$ cat config.mk
export PLATFORM = sky130hd
export DESIGN_NAME = seg7_scan_mux
export DESIGN_NICKNAME = d
export VERILOG_FILES = /design/src/rtl/seg7_pkg.sv /design/src/rtl/seg7_decoder.sv /design/src/rtl/seg7_scan_mux.sv
export SDC_FILE = /design/constraint.sdc
export NUM_CORES = 1
export LEC_CHECK = 0
export CORE_AREA = 4 4 60 73
export DETAILED_ROUTE_END_ITERATION = 7
export DIE_AREA = 0 0 64 77
export GPL_TIMING_DRIVEN = 1
export PLACE_DENSITY_LB_ADDON = 0.08
export SETUP_SLACK_MARGIN = 0.15
export SLEW_MARGIN = 15
export SYNTH_ARGS = -nofsm -noshare
export SYNTH_HDL_FRONTEND = slang
export SYNTH_SLANG_ARGS = --single-unit
export TNS_END_PERCENT = 20
$ cat constraint.sdc
create_clock -name clk -period 3.8 [get_ports clk]
set_input_delay 0.57 -clock clk [delete_from_list [all_inputs] [get_ports clk]]
set_output_delay 0.57 -clock clk [all_outputs]
set_load 0.01 [all_outputs]
$ cat src/rtl/seg7_pkg.sv
// rtl/seg7_pkg.sv - shared seven-segment glyph constants and code-to-glyph helper
package seg7_pkg;

  // Segment order {g,f,e,d,c,b,a}, active low (common-anode digits).
  localparam logic [6:0] SEG_0   = 7'h40;
  localparam logic [6:0] SEG_1   = 7'h79;
  localparam logic [6:0] SEG_2   = 7'h24;
  localparam logic [6:0] SEG_3   = 7'h30;
  localparam logic [6:0] SEG_4   = 7'h19;
  localparam logic [6:0] SEG_5   = 7'h12;
  localparam logic [6:0] SEG_6   = 7'h02;
  localparam logic [6:0] SEG_7   = 7'h78;
  localparam logic [6:0] SEG_8   = 7'h00;
  localparam logic [6:0] SEG_9   = 7'h10;
  localparam logic [6:0] SEG_A   = 7'h08;
  localparam logic [6:0] SEG_B   = 7'h03;
  localparam logic [6:0] SEG_C   = 7'h46;
  localparam logic [6:0] SEG_D   = 7'h21;
  localparam logic [6:0] SEG_E   = 7'h06;
  localparam logic [6:0] SEG_F   = 7'h0E;
  localparam logic [6:0] SEG_OFF = 7'h7F;

  function automatic logic [6:0] seg7_glyph(input logic [3:0] code, input logic hex_en);
    logic [6:0] g;
    case (code)
      4'h0:    g = SEG_0;
      4'h1:    g = SEG_1;
      4'h2:    g = SEG_2;
      4'h3:    g = SEG_3;
      4'h4:    g = SEG_4;
      4'h5:    g = SEG_5;
      4'h6:    g = SEG_6;
      4'h7:    g = SEG_7;
      4'h8:    g = SEG_8;
      4'h9:    g = SEG_9;
      4'hA:    g = SEG_A;
      4'hB:    g = SEG_B;
      4'hC:    g = SEG_C;
      4'hD:    g = SEG_D;
      4'hE:    g = SEG_E;
      default: g = SEG_F;
    endcase
    // Decimal-only displays show nothing for letter codes.
    if (code > 4'h9 && !hex_en) begin
      g = SEG_OFF;
    end
    return g;
  endfunction

endpackage

$ cat src/rtl/seg7_decoder.sv
// rtl/seg7_decoder.sv - combinational 4-bit code to active-low glyph
module seg7_decoder
  import seg7_pkg::*;
#(
  parameter bit HEX_EN = 1'b0
) (
  input  logic [3:0] code,
  output logic [6:0] seg
);

  assign seg = seg7_glyph(code, HEX_EN);

endmodule

$ cat src/rtl/seg7_scan_mux.sv
// rtl/seg7_scan_mux.sv - multiplexed common-anode 7-seg driver with dead-time blanking
module seg7_scan_mux
  import seg7_pkg::*;
#(
  parameter int NUM_DIGITS   = 4,
  parameter int CLK_HZ       = 100_000_000,
  parameter int REFRESH_HZ   = 1000,
  parameter int BLANK_CYCLES = 64,
  parameter bit HEX_EN       = 1'b0
) (
  input  logic                    clk,
  input  logic                    rst,
  input  logic                    en,
  input  logic [4*NUM_DIGITS-1:0] digit_code,
  input  logic [NUM_DIGITS-1:0]   dp_in,
  input  logic [NUM_DIGITS-1:0]   digit_on,
  output logic [NUM_DIGITS-1:0]   an,
  output logic [6:0]              seg,
  output logic                    dp,
  output logic                    frame_tick
);

  localparam int SLOT  = CLK_HZ / (REFRESH_HZ * NUM_DIGITS);
  localparam int SC_W  = (SLOT < 2) ? 1 : $clog2(SLOT);
  localparam int IDX_W = (NUM_DIGITS < 2) ? 1 : $clog2(NUM_DIGITS);

  generate
    if (NUM_DIGITS < 2 || SLOT < 2 || BLANK_CYCLES < 1 || BLANK_CYCLES >= SLOT) begin : g_bad_params
      $error("seg7_scan_mux: need NUM_DIGITS >= 2, SLOT >= 2 and 1 <= BLANK_CYCLES < SLOT");
    end
  endgenerate

  logic [SC_W-1:0]  slot_cnt;
  logic [IDX_W-1:0] idx;
  logic [3:0]       snap_code;
  logic             snap_dp;
  logic             snap_on;
  logic [6:0]       dec_seg;

  logic slot_last;
  logic idx_last;
  logic snap_now;
  logic show;

  assign slot_last = (slot_cnt == SC_W'(SLOT - 1));
  assign idx_last  = (idx == IDX_W'(NUM_DIGITS - 1));
  assign snap_now  = (slot_cnt == SC_W'(BLANK_CYCLES - 1));
  assign show      = (slot_cnt >= SC_W'(BLANK_CYCLES));

  seg7_decoder #(
    .HEX_EN (HEX_EN)
  ) u_decoder (
    .code (snap_code),
    .seg  (dec_seg)
  );

  always_ff @(posedge clk) begin
    if (rst) begin
      slot_cnt   <= '0;
      idx        <= '0;
      snap_code  <= '0;
      snap_dp    <= 1'b0;
      snap_on    <= 1'b0;
      an         <= '1;
      seg        <= SEG_OFF;
      dp         <= 1'b1;
      frame_tick <= 1'b0;
    end else if (!en) begin
      slot_cnt   <= '0;
      idx        <= '0;
      an         <= '1;
      seg        <= SEG_OFF;
      dp         <= 1'b1;
      frame_tick <= 1'b0;
    end else begin
      if (slot_last) begin
        slot_cnt <= '0;
        idx      <= idx_last ? '0 : idx + 1'b1;
      end else begin
        slot_cnt <= slot_cnt + 1'b1;
      end
      frame_tick <= slot_last && idx_last;

      // Latch the digit while it is still blanked so SHOW never tears mid-slot.
      if (snap_now) begin
        snap_code <= digit_code[{idx, 2'b00} +: 4];
        snap_dp   <= dp_in[idx];
        snap_on   <= digit_on[idx];
      end

      if (show) begin
        an  <= ~(NUM_DIGITS'(1) << idx);
        seg <= snap_on ? dec_seg : SEG_OFF;
        dp  <= ~(snap_on & snap_dp);
      end else begin
        an  <= '1;
        seg <= SEG_OFF;
        dp  <= 1'b1;
      end
    end
  end

endmodule

==> qor.yml <==
timing:
  finalWorstSetupSlack_ns: 1.66
  relSlewSlack_pct: 54.7
  tns_ns: 0
  tightest_slew_ns: 0.674
  hold_viol: 0
  rsz0062_at_grt: "no"
  final_max_slew_viol_count: 0
  min_period_over_period_pct: 56.3
  fmax_ghz: 0.467
  finalCriticalPeriod_ns: 2.14
  finClkSkew_ns: 0.00746
  setup_viol: 0
clock_tree:
  htree_levels: 2
  root_buffer: "clkbuf_8"
  clk_pin_slew_ns: 0.07
  cts_hold_buf: 0
  clk_latency_ns: 0.29
  cts.sinks: 36
  cts_setup_buffers: 0
  cts_tree: "done"
  cts.path.max_buffers: 2
  cts.repair.resized: 0
  numCtsBuffers: 5
global_routing:
  grt_usage_pct: 17.1
  antenna_found_initial: 0
  grt_pass1_wl_microns: 6670
  overflow: 0
  grt_max_degree: 17
  grt_pass1_vias: 1451
synthesis:
  netlist_instances: 199
  async_flop_share_pct: 0
  synth_area_sq_mm: 0.00179
  avgSynthCellArea_sq_um: 9.02
  synth-main-ff-cell: "dfxtp_1"
  syn_nets: 238
  synth-edff-count: 0
  ys_seq_area_share_pct: 40.2
  synth_seq_cells: 36
  synth-warning-count: 0
  synthDistinctLibCells: 35
drt:
  wirelength_microns: 4010
  via_per_inst: 5.39
  dr.pass1.iters: 4
  ant_nets: 0
  drc_errors: 0
  wl_per_cell_microns: 13.9
  first_iter_violations: 64
  highest_layer: "met4"
  met2_wirelength_microns: 1970
  met3_length_microns: 272
  vias: 1551
  met1Wirelength_microns: 1720
critical_path:
  r2r-end: "slot_cnt[14]$_SDFF_PP0_"
  worstSetupStartpoint: "slot_cnt[0]$_SDFF_PP0_"
  critPathMaxStageDelay_ns: 0.55
  critical_path_depth: 5
  cp_max_fo: 15
  crit_family: "simple AND/OR/NAND/NOR gates"
  startpoint_type: "flop"
  worstSetupEndpointType: "flop"
  reg2reg_depth: 5
  arrival_ns: 2.29
  crit-reg2reg-launch: "slot_cnt[0]$_SDFF_PP0_"
  crit_path_end: "slot_cnt[14]$_SDFF_PP0_"
  cp_cell_sequence: "ha_1, nand2_1, or4_4, o21ai_2, nor2_1"
  cp_slowest_cell: "or4_4"
  cp_num_buf_inv: 0
  crit_required_ns: 3.95
  crit_type: "reg -> reg"
  rrSetupSlack_ns: 1.66
power:
  vdd_drop_max_mv: 0.267
  static-leakage-power_nw: 0.784
  pwr_density_cell_mw_per_mm2: 304
worst_hold_path:
  hold_path_class: "reg -> reg"
floorplanning:
  die_h_microns: 77
  die_area_sq_mm: 0.00493
  io_pins: 40
  core_sq_mm: 0.00363
  initial_core_util_pct: 49.4
  fp.dieW_microns: 64
  row_count: 24
cells_and_area:
  final_net_count: 274
  final_cell_mix: "clkdlybuf4s50_1 (39), dfxtp_1 (36), nor2_1 (20)"
  num_antenna_cells: 0
  final_common_cell: "clkdlybuf4s50_1"
  drive_above_1_share_pct: 8.05
  syn2layout_area_growth_pct: 28.3
placement:
  post-dp-hpwl_microns: 3080
  place_ws_ns: 1.34
  globalplace.congestion: 0.858
  io_buffers: 39
flow_run:
  timing.max_cap.violations: 0
outcome:
  status: "complete, no violations"
[report_power, final]
group | internal [mW] | switching [mW]
Sequential | 0.378 | 0.00116
Combinational | 0.0290 | 0.0121
Clock | 0.145 | 0.135
[worst min path at each step]
| stage | from | to | depth (start not counted) |
|---|---|---|---|
| 2_1_floorplan | snap_on$_SDFFE_PP0P_ | dp$_SDFF_PP1_ | 1 |
| 3_3_place_gp | snap_dp$_SDFFE_PP0P_ | dp$_SDFF_PP1_ | 1 |
| 3_5_place_dp | snap_dp$_SDFFE_PP0P_ | dp$_SDFF_PP1_ | 1 |
| 4_1_cts | snap_dp$_SDFFE_PP0P_ | dp$_SDFF_PP1_ | 1 |
| 5_1_grt | snap_dp$_SDFFE_PP0P_ | dp$_SDFF_PP1_ | 1 |
| 6_report | snap_on$_SDFFE_PP0P_ | dp$_SDFF_PP1_ | 1 |
[area by class of cell]
type                            count  area (sq um)
Clock buffer                        6          82.6
Clock inverter                      2          10.0
Fill cell                         305          1330
Inverter                           14          52.6
Multi-Input combinational cell    139           981
Sequential cell                    36           721
Tap cell                           52          65.1
Timing Repair Buffer               39           390
[Yosys cell counts, types with 3 or more instances]
cell      instances  area [sq um]
dfxtp_1          36           721
nor2_1           20          75.1
nand2_1          15          56.3
inv_1            14          52.6
nand3_1          14          70.1
ha_1             12           150
o21ai_0          11          55.1
xnor2_1          11          96.3
a21oi_1          10          50.1
nor3_1            8          40.0
clkbuf_1          7          26.3
mux4_2            6           135
nor4_1            4          25.0
nand4_1           3          18.8
[sequential cells by signal, indices dropped and copies added, names as in the netlist]
signal and count:
frame_tick 1, snap_on 1, snap_dp 1, slot_cnt 15, snap_code 4, seg 7
dp 1, idx 2, an 4
[layer usage]
metal,global-route usage [%],up-vias
li1,-,766
met1,19.6,723
met2,29.8,56
met3,5.70,6
met4,5.18,0
met5,0,-
[logic make-up (layout without fill, tap and decap cells)]
family,Yosys count,in the layout,share of synthesized area (%)
AO/OA/AOI/OAI,30,30,10.0
XOR/XNOR,13,13,6.35
adder cells (fa/ha/maj),12,12,8.37
buffers and inverters,24,61,5.16
flip-flops,36,36,40.2
multiplexers,9,9,9.34
AND/OR/NAND/NOR,75,75,20.6
[worst reg2reg max path, delay by kind of cell (launching register included)]
kind	cells	cell delay, ns
AOI/OAI and AO/OA	1	0.53
adders and majority gates	1	0.26
DFF	1	0.39
and+or+nand+nor	3	0.82
[stage by stage]
stage               power [mW]  utilization, %  instance area (sq um)  hold slack [ns]  instances
finish                   0.700            63.4                   2300            0.410        288
global route             0.728            63.4                   2300            0.446        288
CTS                      0.706            63.4                   2300            0.410        288
detailed placement       0.429            60.8                   2210            0.393        280
global placement         0.428            60.8                   2210            0.393        280
floorplan                0.399               -                   1790            0.373        199
Note: power is estimated with default switching activity, not from simulation.
